[src/rtl/pmux_sel_ctrl.sv]
// pmux_sel_ctrl
//   Selection controller for a 4-input pin mux.
//   - Holds the committed selection and drives the one-hot mux selects.
//   - Switches break-before-make: every select is low for BREAK_CYCLES
//     cycles before the new select rises.
//   - Supports a sticky lock that rejects all later writes.
//
// Parameters
//   BREAK_CYCLES  all-deasserted cycles between selections (1..15)
//   RESET_SEL     selection index applied at reset (0=a .. 3=d)
//
// Ports
//   clk                  sole clock, rising edge
//   rst                  synchronous active-high reset
//   wr_valid/wr_ready    selection write handshake
//   wr_sel               requested selection index
//   wr_lock              lock the configuration once this write is applied
//   sels_sel_a..d        registered one-hot mux selects
//   cur_sel              committed selection index
//   busy                 switch in progress
//   locked               configuration locked (sticky until rst)
//   err_locked           one-cycle pulse for a write rejected while locked
module pmux_sel_ctrl #(
  parameter int unsigned BREAK_CYCLES = 2,
  parameter logic [1:0]  RESET_SEL    = 2'd0
) (
  input  logic       clk,
  input  logic       rst,
  input  logic       wr_valid,
  output logic       wr_ready,
  input  logic [1:0] wr_sel,
  input  logic       wr_lock,
  output logic       sels_sel_a,
  output logic       sels_sel_b,
  output logic       sels_sel_c,
  output logic       sels_sel_d,
  output logic [1:0] cur_sel,
  output logic       busy,
  output logic       locked,
  output logic       err_locked
);

  typedef enum logic {
    IDLE  = 1'b0,
    BREAK = 1'b1
  } state_t;

  localparam logic [3:0] CNT_LOAD = 4'(BREAK_CYCLES - 1);

  function automatic logic [3:0] sel_onehot(input logic [1:0] s);
    sel_onehot = 4'b0001 << s;
  endfunction

  state_t     state_q, state_d;
  logic [3:0] cnt_q, cnt_d;
  logic [1:0] cur_sel_q, cur_sel_d;
  logic [3:0] sels_q, sels_d;
  logic       busy_q, busy_d;
  logic       locked_q, locked_d;
  logic       err_q, err_d;
  logic       accept;

  // Ready is derived only from registered state and rst, never from the
  // write inputs, so there is no combinational loop through the handshake.
  assign wr_ready = (state_q == IDLE) && !locked_q && !rst;
  assign accept   = wr_valid && wr_ready;

  always_comb begin
    state_d   = state_q;
    cnt_d     = cnt_q;
    cur_sel_d = cur_sel_q;
    sels_d    = sels_q;
    busy_d    = busy_q;
    locked_d  = locked_q;
    // A locked write is only an error when it is actually being refused in
    // IDLE; requests during BREAK are simply held off by wr_ready.
    err_d     = wr_valid && locked_q && (state_q == IDLE);

    case (state_q)
      IDLE: begin
        if (accept) begin
          if (wr_lock) locked_d = 1'b1;
          // Rewriting the current selection is a no-op: no break, no glitch.
          if (wr_sel != cur_sel_q) begin
            state_d   = BREAK;
            cur_sel_d = wr_sel;
            sels_d    = 4'b0000;
            busy_d    = 1'b1;
            cnt_d     = CNT_LOAD;
          end
        end
      end
      BREAK: begin
        if (cnt_q == 4'd0) begin
          state_d = IDLE;
          sels_d  = sel_onehot(cur_sel_q);
          busy_d  = 1'b0;
        end else begin
          cnt_d = cnt_q - 4'd1;
        end
      end
      default: begin
        state_d = IDLE;
      end
    endcase
  end

  always_ff @(posedge clk) begin
    if (rst) begin
      state_q   <= IDLE;
      cnt_q     <= 4'd0;
      cur_sel_q <= RESET_SEL;
      sels_q    <= sel_onehot(RESET_SEL);
      busy_q    <= 1'b0;
      locked_q  <= 1'b0;
      err_q     <= 1'b0;
    end else begin
      state_q   <= state_d;
      cnt_q     <= cnt_d;
      cur_sel_q <= cur_sel_d;
      sels_q    <= sels_d;
      busy_q    <= busy_d;
      locked_q  <= locked_d;
      err_q     <= err_d;
    end
  end

  assign sels_sel_a = sels_q[0];
  assign sels_sel_b = sels_q[1];
  assign sels_sel_c = sels_q[2];
  assign sels_sel_d = sels_q[3];
  assign cur_sel    = cur_sel_q;
  assign busy       = busy_q;
  assign locked     = locked_q;
  assign err_locked = err_q;

endmodule

[config.mk]
export PLATFORM = sky130hd
export DESIGN_NAME = pmux_sel_ctrl
export DESIGN_NICKNAME = d
export VERILOG_FILES = /design/src/rtl/pmux_sel_ctrl.sv
export SDC_FILE = /design/constraint.sdc
export NUM_CORES = 1
export LEC_CHECK = 0
export CELL_PAD_IN_SITES_DETAIL_PLACEMENT = 1
export CELL_PAD_IN_SITES_GLOBAL_PLACEMENT = 2
export CORE_ASPECT_RATIO = 1.25
export CORE_MARGIN = 3
export CORE_UTILIZATION = 28
export CTS_CLUSTER_DIAMETER = 50
export DETAILED_ROUTE_END_ITERATION = 12
export PLACE_DENSITY_LB_ADDON = 0.1
export SLEW_MARGIN = 20
export SYNTH_ARGS = -nofsm -noshare
export SYNTH_HDL_FRONTEND = slang
export SYNTH_SLANG_ARGS = --single-unit
[constraint.sdc]
create_clock -name clk -period 1.95 [get_ports clk]
set_input_delay 0.585 -clock clk [delete_from_list [all_inputs] [get_ports clk]]
set_output_delay 0.585 -clock clk [all_outputs]
set_load 0.05 [all_outputs]
==> impl_metrics.ini, run 1 <==
[clock_tree]
clock_path_buffers = 2
cts_tree = built
cts_sinks = 14
cts.reportedPaths.clkPinSlew_ns = 0.09
htreeDepth = 1
postCtsSetupBuffers = 0
clock-root-buffer = clkbuf_4
clk_latency_ns = 0.27
cts-buffers-inserted = 3
cts_hold_buf = 0

[global_routing]
grt_max_degree = 9
antenna_found_initial = 0
overflow = 0
grt_pass1_wl_microns = 3010
grt_pass1_vias = 643
grt_use_total_pct = 13.8

[floorplan]
io_pins = 16
die_h_microns = 60.3
dieWidth_microns = 49.4
die_area_sq_mm = 0.00298
core_area_sq_mm = 0.00221
placementRows = 19
start_util_pct = 29.8

[routing]
via_per_inst = 4.87
route.vias.total = 584
dr.pass1.iters = 2
ant_nets = 0
first_iter_violations = 5
drcViolationCount = 0
wl_per_cell_microns = 14.0
wl_microns = 1680

[sta]
slew_violations = 0
fin_crit_ns = 1.87
setup_viol = 0
clock_skew_ns = 0.00325
finalWorstSetupSlack_ns = 0.0776
rsz0062_at_grt = false
relSlewSlack_pct = 78.5
fin_crit_sh_pct = 96.0
clock.fmax_mhz = 534
worst_pin_slew_ns = 0.323
hold_viol_final = 0

[finish]
area_growth_pct = 41.9
multi_input_area_sq_um = 349
nFillCells = 273
drive_above_1_share_pct = 29.2
stdcell_area_sq_um = 936
most-common-layout-cells = dfxtp_1, buf_4, nor2_1
num_antenna_cells = 0
post-route-util_pct = 42.3
fin_nets = 98
finalNonFillerCells = 120
final-seq-area_sq_um = 280

[power]
seq_power_share_pct = 48.9
combPwrFrac_pct = 25.9
switching_share_pct = 30.8
pwr_density_cell_mw_per_mm2 = 692
cellLeakagePower_nw = 0.366
switching_power_mw = 0.200
intPower_mw = 0.448
ir_drop_mv = 0.430
p_clk_share_pct = 25.3

[worst_setup_path]
startpoint_type = input port
r2r-end = cnt_q[3]
critical_path.max_fanout = 5
cp_data_arrival_time_ns = 1.29
slowest_delay_ns = 0.31
regToRegStartpoint = cnt_q[0]
path_buf_inv = 2
r2r_slack_ns = 0.39
worstSetupStartpoint = rst
ff2ff_path_depth = 5
crit_type = in2out
endpoint_kind = output pin
path_delay_family = buffers and inverters
slowest_stage = dlygate4sd2_1
cp.required_ns = 1.36
crit_chain = dlygate4sd2_1 > nor3_4 > buf_12

[yosys]
ys_types = 31
netlist_instances = 67
synth_top_area_share_pct = 42.5
ys_seq_elements = 14
ys_top_cells_by_area = dfxtp_1, or4b_1, nand3b_1, mux2i_1, nor2_1
synth_area_sq_um = 659
ys_seq_area_share_pct = 42.5
avgSynthCellArea_sq_um = 9.84
synth_top_area_cell = dfxtp_1
synth_nets = 74
ys_warn_count = 0

[worst_hold_path]
hold_class = reg2reg
hold_path_end = busy
hold_start = busy
holdPathStages = 2

[placed_design]
place.gp.congestion = 0.695
dpl_cell_area_sq_um = 915
placedCellCount = 117
pre_cts_slack_ns = -0.185
io_buffer_count = 15
dp_hpwl_microns = 1280

[status]
status = completed

[run]
maxCapViolCount = 0
[worst max path at each step]
stage                           end  cells after the start
after floorplan           sels_q[0]                      4
after global placement     wr_ready                      3
after detailed placement   wr_ready                      3
after CTS                  wr_ready                      3
after global routing       wr_ready                      3
final                      wr_ready                      3
[registers in the layout, indices dropped and copies added, names as in the netlist]
register	flops
sels_q	4
cnt_q	4
busy	1
state_q	1
err_locked	1
locked	1
cur_sel	2
[worst register-to-register path: stages (launching register included)]
cell and delay, ns:
dfxtp_1 0.38, inv_1 0.06, ha_1 0.21, or3b_4 0.28, or4b_1 0.44, o311ai_1 0.10
[stage by stage]
stage / total power [mW] / hold WS (ns) / setup TNS (ns)
after floorplan: 0.416 / 0.475 / 0
after global placement: 0.490 / 0.458 / -0.561
after detailed placement: 0.494 / 0.458 / -0.661
after CTS: 0.660 / 0.476 / 0
after global routing: 0.688 / 0.535 / 0
final: 0.648 / 0.468 / 0
[area by class of cell]
class | instances | share of cell area (%)
Inverter | 3 | 1.20
Timing Repair Buffer | 23 | 25.0
Sequential cell | 14 | 29.9
Clock buffer | 3 | 2.41
Multi-Input combinational cell | 46 | 37.3
Tap cell | 31 | 4.14
[layer usage]
layer	vias to the layer above	GRT usage [%]	part of all wire, %
met4	0	7.11	0.95
met1	276	16.5	46
met5	-	0	0
li1	295	-	-
met3	2	3.49	4.7
met2	11	23.0	48
[power groups by stage]
| stage | registers [mW] | clock network (mW) | logic [mW] |
|---|---|---|---|
| floorplan | 0.350 | 0 | 0.0664 |
| global placement | 0.323 | 0 | 0.166 |
| detailed placement | 0.323 | 0 | 0.170 |
| CTS | 0.317 | 0.172 | 0.170 |
| global route | 0.320 | 0.187 | 0.182 |
| finish | 0.316 | 0.164 | 0.168 |
[cells by family after synthesis]
| logic type | share of synthesized area [%] |
|---|---|
| and+or+nand+nor | 28.3 |
| AOI/OAI and AO/OA | 17.1 |
| DFF | 42.5 |
| buffers and inverters | 4.55 |
| xor gates and xnor gates | 2.66 |
| muxes | 3.04 |
| adders and majority gates | 1.90 |
[cells in the mapped netlist]
master     number
nor3_4          1
nor4bb_1        1
ha_1            1
nor2_1          5
or3b_4          1
o211ai_1        1
nand3_1         1
buf_2           3
nand2b_1        1
nand4bb_1       1
o21ai_1         2
nand2_1         4
nand3b_1        4
nand4_1         1
o311ai_1        1
nor3b_1         1
clkbuf_1        1
o32ai_1         2
o31a_1          1
o41ai_2         1
and2_4          1
xor2_1          2
o211a_1         1
a31oi_1         2
nor3_1          2
a311o_2         1
or4b_1          3
inv_1           3
dfxtp_1        14
mux2i_1         2
a21oi_1         2
[what timing repair did]
action	in CTS	in global routing
setup endpoints to repair	1	1
resized for setup	1	0
pin swaps	1	1
(Power assumes the default switching activity.)
==> run 2: changes to the inputs <==
- CORE_UTILIZATION: 28 -> 35
- DONT_BUFFER_PORTS: unset -> 1
==> run 2 against run 1 <==
Net effect: total power is 9.9% lower; global-route usage decreased by 0.21 points; clock power fell by 4%; core utilization grew 0.74 points; wire length shrank 18%; register-to-register slack worse by 0.10 ns; via count fell by 11%; combinational power decreased by 43%; hold slack got worse by 0.096 ns; highest routed layer unchanged.
==> impl_metrics.ini, run 2 (synthesis gave the netlist of run 1 again) <==
[worst_setup_path]
endpoint_kind = output pin
startpoint_type = flip-flop
crit_chain = nor3_4 > buf_4
slowest_delay_ns = 0.43
cp.required_ns = 1.36
slowest_stage = dfxtp_1
crit_type = reg2out
cp_data_arrival_time_ns = 1.16
critical_path.max_fanout = 11

[floorplan]
die_h_microns = 54.5
die_area_sq_mm = 0.00244
io_pins = 16
core_area_sq_mm = 0.00166
start_util_pct = 39.7
placementRows = 16
dieWidth_microns = 44.8

[clock_tree]
cts.reportedPaths.clkPinSlew_ns = 0.07
cts_hold_buf = 0
htreeDepth = 1
cts_sinks = 14
clock_path_buffers = 2
clock-root-buffer = clkbuf_4
clk_latency_ns = 0.28
postCtsSetupBuffers = 0
cts_resized = 0
cts_tree = built
cts-buffers-inserted = 3

[placed_design]
pre_cts_slack_ns = 0.293
io_buffer_count = 0
place.gp.congestion = 0.722
dpl_cell_area_sq_um = 693
dp_hpwl_microns = 1040

[routing]
wl_per_cell_microns = 15.7
top_layer = met4
dr.pass1.iters = 3
wl_microns = 1380
wl_met2_microns = 649
drcViolationCount = 0
via_per_inst = 5.88
first_iter_violations = 5
route.vias.total = 517
wl_met3_microns = 67
ant_nets = 0
routedLengthMet1_microns = 617

[sta]
clock_skew_ns = 0.00755
clock.fmax_mhz = 572
finalWorstSetupSlack_ns = 0.201
hold_viol_final = 0
fin_crit_ns = 1.75
worst_pin_slew_ns = 0.520
fin_crit_sh_pct = 89.7
rsz0062_at_grt = false
fin_setup_tns_ns = 0
setup_viol = 0
relSlewSlack_pct = 65.3
slew_violations = 0

[finish]
most-common-layout-cells = dfxtp_1, nor2_1, nand2_1, nand3b_1, buf_4
num_antenna_cells = 0
area_growth_pct = 8.54
post-route-util_pct = 43.1
nFillCells = 199
drive_above_1_share_pct = 17.1
stdcell_area_sq_um = 716
fin_nets = 79
layout_commonest_cell = dfxtp_1

[worst_hold_path]
hold_class = in2reg

[global_routing]
grt_pass1_vias = 492
grt_use_total_pct = 13.6
grt_max_degree = 21
grt_pass1_wl_microns = 2310
overflow = 0
antenna_found_initial = 0

[power]
pwr_density_cell_mw_per_mm2 = 815
power_mw = 0.583
ir_drop_mv = 0.404
cellLeakagePower_nw = 0.263

[status]
status = completed

[run]
maxCapViolCount = 0
==> run 2: changes by cell type in the layout (fill, tap and decap cells not counted), sizes merged <==
cell	previous run	this run
dlygate4sd2	1	0
clkdlybuf4s50	4	0
buf	18	4
==> run 2: area by class of cell <==
cell class	instances	area, sq um	share of cell area (%)
clock buffers	3	22.5	3.15
inverters	3	11.3	1.57
multi-input cells	46	349	48.8
flip-flops and latches	14	280	39.2
well taps	18	22.5	3.15
repair buffers	4	30.0	4.20
==> run 2: stage by stage <==
stage	hold WS (ns)	instances
floorplan	0.475	67
global placement	0.494	85
detailed placement	0.504	85
CTS	0.359	88
global route	0.355	88
finish	0.372	88
==> run 2: layer usage <==
layer / up-vias / global-route usage [%]
li1: 260 / -
met1: 241 / 16.2
met2: 11 / 20.1
met3: 5 / 4.28
met4: 0 / 10.2
met5: - / 0
==> run 2: where the power goes <==
part           internal, mW  switching (mW)  leakage, nW
sequential            0.299          0.0311        0.114
clock                0.0716          0.0859       0.0138
combinational        0.0377          0.0577        0.135
total                 0.409           0.175        0.263
==> run 2: worst paths after layout <==
kind / from / end / slack (ns) / depth (start not counted)
setup / recovery: state_q / wr_ready / 0.20 / 2
hold / removal: rst / busy / 0.37 / 1
setup reg to reg: state_q / sels_q[2] / 0.29 / 3
hold reg to reg: cnt_q[1] / cnt_q[1] / 0.51 / 2
==> run 2: worst max-delay path, delay by kind of cell (launching register included) <==
family,cells,cell delay (ns)
buffers and inverters,1,0.23
flip-flops,1,0.43
AND/OR/NAND/NOR,1,0.23
